<file path="src/rtl/pipe_rx_detect_seq.sv">
// pipe_rx_detect_seq: PCIe Detect-state receiver detection sequencer on PIPE.
// Runs Detect.Quiet, fires TxDetectRx_Loopback with lanes in P1, gathers
// per-lane PhyStatus/RxStatus with a timeout and reports the detected mask.
// Optional feature macro: RXDET_SECOND_PASS_EN (two-pass detection; final
// mask is the AND of both passes). Undefined: single pass.
module pipe_rx_detect_seq #(
  parameter int unsigned LANESNUMBER  = 16,
  parameter int unsigned QUIET_CYCLES = 1024,
  parameter int unsigned RESP_TIMEOUT = 256,
  parameter int unsigned RETRY_CYCLES = 1024
) (
  input  logic                       pclk,
  input  logic                       reset_n,
  input  logic                       start,
  input  logic                       abort,
  input  logic [LANESNUMBER-1:0]     PhyStatus,
  input  logic [3*LANESNUMBER-1:0]   RxStatus,
  output logic [LANESNUMBER-1:0]     TxDetectRx_Loopback,
  output logic [LANESNUMBER-1:0]     TxElecIdle,
  output logic [4*LANESNUMBER-1:0]   PowerDown,
  output logic [LANESNUMBER-1:0]     detected_lanes,
  output logic [4:0]                 NumberDetectLanes,
  output logic                       WriteDetectLanesFlag,
  output logic                       TXFinishFlag,
  output logic                       resp_timeout,
  output logic                       busy
);

  localparam int unsigned MAX_QR = (QUIET_CYCLES > RETRY_CYCLES) ? QUIET_CYCLES : RETRY_CYCLES;
  localparam int unsigned MAXC   = (MAX_QR > RESP_TIMEOUT) ? MAX_QR : RESP_TIMEOUT;
  localparam int unsigned CW     = $clog2(MAXC + 1);

`ifdef RXDET_SECOND_PASS_EN
  typedef enum logic [2:0] {IDLE, QUIET, DETECT, EVAL, RETRY_WAIT, DONE} state_t;
`else
  typedef enum logic [2:0] {IDLE, QUIET, DETECT, EVAL, DONE} state_t;
`endif

  state_t                  state_q, state_d;
  logic [CW-1:0]           cnt_q, cnt_d;
  logic [LANESNUMBER-1:0]  responded_q, responded_d;
  logic [LANESNUMBER-1:0]  present_q, present_d;
  logic [LANESNUMBER-1:0]  det_q, det_d;
  logic [4:0]              num_q, num_d;
  logic                    flag_q, flag_d;
  logic                    timeout_q, timeout_d;
  logic                    busy_q, busy_d;
  logic                    txdet_q, txdet_d;
  logic [LANESNUMBER-1:0]  rx_ok;
  logic [LANESNUMBER-1:0]  final_mask;
`ifdef RXDET_SECOND_PASS_EN
  logic [LANESNUMBER-1:0]  pass1_q, pass1_d;
  logic                    second_q, second_d;
`endif

  function automatic logic [4:0] popcnt(input logic [LANESNUMBER-1:0] v);
    logic [4:0] c;
    c = '0;
    for (int unsigned i = 0; i < LANESNUMBER; i++) c = c + 5'(v[i]);
    return c;
  endfunction

  // Per-lane "receiver present" decode of RxStatus.
  always_comb begin
    rx_ok = '0;
    for (int unsigned i = 0; i < LANESNUMBER; i++) rx_ok[i] = (RxStatus[3*i +: 3] == 3'b011);
  end

  // Next-state and registered-output computation.
  always_comb begin
    state_d     = state_q;
    cnt_d       = cnt_q;
    responded_d = responded_q;
    present_d   = present_q;
    det_d       = det_q;
    num_d       = num_q;
    flag_d      = 1'b0;
    timeout_d   = timeout_q;
    final_mask  = present_q;
`ifdef RXDET_SECOND_PASS_EN
    pass1_d     = pass1_q;
    second_d    = second_q;
`endif
    case (state_q)
      IDLE: begin
        if (start) begin
          state_d     = QUIET;
          cnt_d       = '0;
          responded_d = '0;
          present_d   = '0;
          timeout_d   = 1'b0;
          det_d       = '0;
          num_d       = '0;
`ifdef RXDET_SECOND_PASS_EN
          second_d    = 1'b0;
`endif
        end
      end
      QUIET: begin
        if (cnt_q == CW'(QUIET_CYCLES - 1)) begin
          state_d     = DETECT;
          cnt_d       = '0;
          responded_d = '0;
          present_d   = '0;
        end else begin
          cnt_d = cnt_q + CW'(1);
        end
      end
      DETECT: begin
        // Only the first PhyStatus per lane captures RxStatus.
        responded_d = responded_q | PhyStatus;
        present_d   = present_q | (PhyStatus & ~responded_q & rx_ok);
        if (&responded_d) begin
          state_d = EVAL;
          cnt_d   = '0;
        end else if (cnt_q == CW'(RESP_TIMEOUT - 1)) begin
          state_d   = EVAL;
          cnt_d     = '0;
          timeout_d = 1'b1;
        end else begin
          cnt_d = cnt_q + CW'(1);
        end
      end
      EVAL: begin
        cnt_d = '0;
        if (present_q == '0) begin
          state_d = QUIET;
`ifdef RXDET_SECOND_PASS_EN
          second_d = 1'b0;
        end else if (!second_q) begin
          pass1_d  = present_q;
          second_d = 1'b1;
          state_d  = RETRY_WAIT;
        end else begin
          final_mask = pass1_q & present_q;
          second_d   = 1'b0;
          if (final_mask == '0) begin
            state_d = QUIET;
          end else begin
            state_d = DONE;
            det_d   = final_mask;
            num_d   = popcnt(final_mask);
            flag_d  = 1'b1;
          end
`else
        end else begin
          state_d = DONE;
          det_d   = final_mask;
          num_d   = popcnt(final_mask);
          flag_d  = 1'b1;
`endif
        end
      end
`ifdef RXDET_SECOND_PASS_EN
      RETRY_WAIT: begin
        if (cnt_q == CW'(RETRY_CYCLES - 1)) begin
          state_d     = DETECT;
          cnt_d       = '0;
          responded_d = '0;
          present_d   = '0;
        end else begin
          cnt_d = cnt_q + CW'(1);
        end
      end
`endif
      DONE:    state_d = IDLE;
      default: state_d = IDLE;
    endcase
    // Abort overrides everything above: no capture, no result update, no pulse.
    if (abort) begin
      state_d     = IDLE;
      cnt_d       = cnt_q;
      responded_d = responded_q;
      present_d   = present_q;
      det_d       = det_q;
      num_d       = num_q;
      flag_d      = 1'b0;
      timeout_d   = timeout_q;
`ifdef RXDET_SECOND_PASS_EN
      pass1_d     = pass1_q;
      second_d    = second_q;
`endif
    end
    busy_d  = (state_d != IDLE);
    txdet_d = (state_d == DETECT);
  end

  // State and output registers.
  always_ff @(posedge pclk or negedge reset_n) begin
    if (!reset_n) begin
      state_q     <= IDLE;
      cnt_q       <= '0;
      responded_q <= '0;
      present_q   <= '0;
      det_q       <= '0;
      num_q       <= '0;
      flag_q      <= 1'b0;
      timeout_q   <= 1'b0;
      busy_q      <= 1'b0;
      txdet_q     <= 1'b0;
`ifdef RXDET_SECOND_PASS_EN
      pass1_q     <= '0;
      second_q    <= 1'b0;
`endif
    end else begin
      state_q     <= state_d;
      cnt_q       <= cnt_d;
      responded_q <= responded_d;
      present_q   <= present_d;
      det_q       <= det_d;
      num_q       <= num_d;
      flag_q      <= flag_d;
      timeout_q   <= timeout_d;
      busy_q      <= busy_d;
      txdet_q     <= txdet_d;
`ifdef RXDET_SECOND_PASS_EN
      pass1_q     <= pass1_d;
      second_q    <= second_d;
`endif
    end
  end

  assign TxDetectRx_Loopback  = {LANESNUMBER{txdet_q}};
  assign TxElecIdle           = '1;
  assign PowerDown            = {LANESNUMBER{4'b0010}};
  assign detected_lanes       = det_q;
  assign NumberDetectLanes    = num_q;
  assign WriteDetectLanesFlag = flag_q;
  assign TXFinishFlag         = flag_q;
  assign resp_timeout         = timeout_q;
  assign busy                 = busy_q;

endmodule

</file>
<file path="config.mk">
export PLATFORM = sky130hd
export DESIGN_NAME = pipe_rx_detect_seq
export DESIGN_NICKNAME = d
export VERILOG_FILES = /design/src/rtl/pipe_rx_detect_seq.sv
export SDC_FILE = /design/constraint.sdc
export NUM_CORES = 1
export LEC_CHECK = 0
export ABC_AREA = 1
export CAP_MARGIN = 40
export CORE_UTILIZATION = 48
export DETAILED_ROUTE_END_ITERATION = 10
export PLACE_DENSITY = 0.89
export SYNTH_ARGS = -nofsm -noshare
export SYNTH_HDL_FRONTEND = slang
export SYNTH_SLANG_ARGS = --single-unit
export TNS_END_PERCENT = 50
</file>
<file path="constraint.sdc">
create_clock -name pclk -period 8.1 [get_ports pclk]
set_clock_uncertainty 0.1 [all_clocks]
set_input_delay 1.62 -clock pclk [delete_from_list [all_inputs] [get_ports pclk]]
set_output_delay 1.62 -clock pclk [all_outputs]
set_load 0.01 [all_outputs]
</file>
# Yosys cells after proc, flatten, opt, wreduce, memory -nomap -nowiden
# Index checks and enable logic that the tools add are counted.
# classes
n_addsub	16
multipliers	0
n_div	0
n_lt_le_gt_ge	0
eq_ne	27
shift	0
muxes	28
bitwise	6
reduce_logical	12
# op_table
op	count
$pmux W16 S3	2
$eq A3 B2 Y1 const B	19
$add A5 B1 Y5	11
$mux W16	3
$mux W11	4
$pmux W11 S4	1
$and A16 B16 Y16	2
$or A16 B16 Y16	2
$pmux W16 S2	1
$mux W3	6
$logic_not A16 Y1	1
$not A16 Y16	1
$reduce_and A16 Y1	1
$pmux W3 S4	1
$add A11 B1 Y11 const B	1
$eq A11 B10 Y1 const B	1
$eq A11 B8 Y1 const B	1
$mux W5	2
$ne A2 B2 Y1 const B	5
$pmux W5 S2	1
$reduce_and A4 Y1	2
$mux W1	6
$reduce_bool A3 Y1	2
$add A4 B1 Y5	1
other kinds (11)	12
# totals
regBits	71
latchBits	0
ramBits	0
romBits	0
out_inout_bits	121
wordCells	99
n_memories	0

# Depth between registers and ports, before layout
# logic_depth
word_depth	17
mapped_depth	15

# Least setup slack after synthesis
# Ideal clock, no wire load.
# synth_timing
path_type	register to register
start	reg present_q[1], in the netlist final_mask[1]
end	reg num_q[4], in the netlist NumberDetectLanes[4]
setup_time_ns	0.121
arrival_time_ns	3.250
t_required_ns	7.879
path_slack_ns	4.629
path_stages_with_launch	13
n_path_buf	0
synth_period_minus_slack_ns	3.471
path_cell_list	dfrtp_1 -> inv_1 -> fa_1 -> fa_1 -> fa_1 -> fa_1 -> inv_1 -> ha_1 -> fa_1 -> nand2_1 -> inv_1 -> o21ai_0 -> o21ai_1
# synth_via
elab_chain_cells	17
elab_cells_between_ends	20
cone_classes	15 x add/sub; 1 x eq/ne; 2 x mux; 2 x reduce/logical
# synth_rtl
element	line	rtl
start, declared	42	logic [LANESNUMBER-1:0] present_q, present_d;
start signal, assigned	209	present_q <= present_d;
$add A1 B1 Y2	59	for (int unsigned i = 0; i < LANESNUMBER; i++) c = c + 5'(v[i]);
$add A2 B1 Y3	59	
$add A3 B1 Y4	59	
$add A4 B1 Y5	59	
$add A5 B1 Y5 (11 in series)	59	
$mux W5	126	if (present_q == '0) begin
$pmux W5 S2	84	case (state_q)
end signal, assigned	211	num_q <= num_d;
end, declared	44	logic [4:0] num_q, num_d;
# Several ways; a longest one is shown, not always the timed one. The select of a mux whose other input is x is not followed.
# A chain may end at the register's enable or synchronous reset.

# Worst setup path after layout
# Same ends and word-level chain as after synthesis.

==> results.md <==
- Row Count: 35
- Max Slew Vio Count: 0
- Largest family of logic cells by synthesized area: simple AND/OR/NAND/NOR gates
- Worst setup startpoint: final_mask[1]
- Final Cell Area: between 5000 and 6000 um^2
- Total chip power: 872 uW
- Top cell type's share of synthesized area: a little under two fifths
- Post-Synthesis Cells: 587
- Critical path type: flip-flop to flip-flop
- Required time of the critical path: around 8 ns
- Post-layout util: 60.9%
- DR iter-0 viols: around 150
- Max-Slew Margin vs Limit: about half
- Slowest CP cell: fa_1
- R2R cell count: 12
- GRT overflow: 0
- Worst-path fanout max: 4
- R2R Path Start: final_mask[1]
- Synth Area in Compound Gates: around 6.3%
- Sequential fraction of the synthesis area: between 30% and 40%
- Layout Area Growth over Synthesis: 21.1%
- CTS max path bufs: 2
- Clk_lat worst skew: between 0.3 and 0.4 ns
- Post-CTS setup buffer count: 0
- DR vias: about 3600
- # clock sinks: 71
- Root Driver: clkbuf_8
- DIE WIDTH: a little over 100 um
- Io pins: about 190
- Initial Util: 50.3%
- Vias in the first global route: roughly 3500
- Placer Congestion: 0.835
- #FFs+latches synth: between 70 and 80
- Power Density: about 150 nW/um^2
- Fmax: 268 MHz
- Hold Fails Final Rpt: 0
- Most frequent CP cell: fa_1
- Commonest non-fill, non-tap cell in the layout: clkdlybuf4s50_1
- Cell Chain, Critical Path: inv_1 > fa_1 > fa_1 > fa_1 > fa_1 > inv_1 > ha_1 > fa_1 > nand2_1 > inv_1 > o21ai_0 > o21ai_1
- Htree depth: 3
- Post-route DRC violation count: 0
- Synth Area in Adders: 6.08%
- Tmin final: between 3 and 4 ns
- Ranking of synthesized cells by area: dfrtp_1 (38%), buf_4 (16%), nor2_1 (7.8%), nand2_1 (6.1%), inv_1 (5.6%)
- RSZ-0062 raised after global routing: no
- # placed instances: around 800
- Period utilization: about 46%
- Worst setup EP type: flip-flop
- Die extent in y: roughly 100 um
- Layout cell share with drive strength beyond 1: roughly a tenth
- Total Wirelength: around 9.5 mm
- Max Cap Viol: 0
- Core region area: roughly 9400 um^2
- Yosys cell types: 31
- Synth Cell Area: 4730 um^2
- Max incr delay on CP: between 0.5 and 0.6 ns
- TritonCTS Buffers: 9
- Mean Syn Cell Area: about 8.1 um^2
- Post-detailed-route count of antenna-violating nets: 0
- Post-CTS sizing: 0
- Maximum vdd ir drop: between 70 and 80 uV
- Nets: 764
- Die area: approximately 10000 um^2
- Startpoint Class: flip-flop
- Clock slew at reported path FFs: 0.07 ns
- TritonCTS clock tree: done
- Hold depth: 2
- Post-Synth Simple-Gate Area: 26.0%
- Initial antenna violation count: 0
- Post-placement cell area: 5510 um^2
- Hold Buf Count CTS: 0
- Worst slew pin tran: 0.726 ns
- Via density: approximately 4.5
- Hold Path Class: flip-flop to flip-flop
- Area leader, netlist: dfrtp_1
- Post-Synth XOR/XNOR Area: less than 1%
- Post-Layout Cell Count: just over 800
- Commonest non-fill, non-tap cells in the layout: clkdlybuf4s50_1 (107), nor2_1 (98), conb_1 (80), nand2_1 (77)
- Status: finished clean
- Final setup vio count: 0
- CP Data Arrival Time: between 3 and 4 ns
- Detailed-route wire length per cell: ~12 um
- Overall Global Routing Usage: 20.4%
- Dpl hpwl: approximately 7.7 mm
- Hold Crit Start: detected_lanes[2]
- YS warnings: 0
- # port buffers: about 110
- Fin Setup TNS: 0 ns
- Fillers: 804
- Detailed Routing Iterations Pass 1: 5
- Lkg Pwr: between 2 and 3 nW
- Ant diodes: 0
- Global-route wire length before repair: 16.2 mm
- Post-synthesis mux area share: 0%
- Largest net degree at the start of global routing: between 40 and 50
layer usage:
layer	global-route usage, %	vias up	part of all wire [%]
met5	0	-	0
met2	34.1	131	49
met4	7.25	0	1.4
met3	3.38	12	5.0
li1	-	1817	-
met1	27.0	1686	44
per-stage QoR:
step	hold slack (ns)	setup WS, ns
floorplan	0.363	4.63
global placement	0.386	4.26
detailed placement	0.408	4.38
CTS	0.424	4.36
global route	0.444	4.23
finish	0.420	4.37
logic make-up (layout without fill, tap and decap cells):
| group | count (synthesis) | in the layout |
|---|---|---|
| and+or+nand+nor | 260 | 260 |
| buffers and inverters | 183 | 202 |
| DFF | 71 | 71 |
| AOI/OAI and AO/OA | 51 | 51 |
| adders and majority gates | 17 | 17 |
| xor gates and xnor gates | 3 | 3 |
| other | 2 | 80 |
critical path, delay by kind of cell (launching register included):
kind / cells / cell delay (ns)
adders and majority gates: 6 / 2.53
DFF: 1 / 0.37
AOI/OAI and AO/OA: 2 / 0.26
buffers and inverters: 3 / 0.25
and+or+nand+nor: 1 / 0.09
registers in the layout (all words and copies together) (netlist names):
name	count
busy	1
txdet_q	1
NumberDetectLanes	5
TXFinishFlag	1
responded_q	16
final_mask	16
state_q	3
detected_lanes	16
resp_timeout	1
cnt_q	11
power breakdown:
group	internal, mW	leakage (nW)	switching [mW]
Combinational	0.0703	1.69	0.101
Clock	0.190	0.114	0.128
Sequential	0.371	0.973	0.0124
layout make-up:
class | instances | area, um^2 | area share [%]
clock buffers | 13 | 159 | 2.77
clock inverters | 3 | 65.1 | 1.14
inverters | 74 | 280 | 4.89
multi-input cells | 411 | 2140 | 37.4
flip-flops and latches | 71 | 1780 | 31.0
well taps | 129 | 161 | 2.82
repair buffers | 112 | 1150 | 20.0
path summary, 6_finish.rpt:
path,end,slack (ns)
min,detected_lanes[2],0.42
max,NumberDetectLanes[4],4.37
min reg2reg,detected_lanes[2],0.42
min in group asynchronous,NumberDetectLanes[2],1.15
max in group asynchronous,cnt_q[2],6.22
max reg2reg,NumberDetectLanes[4],4.37
cell usage after synthesis, drive strengths merged:
cell type and count:
a21o 1, conb 2, inv 74, nor2 112, dfrtp 71, o21ai 39, xnor2 2, ha 7
buf 109, nand2 81, nand3b 9, a31oi 2, nor3 17, a21oi 9, nand3 40, fa 10
nand4 1, xor2 1
(Power assumes the default switching activity.)
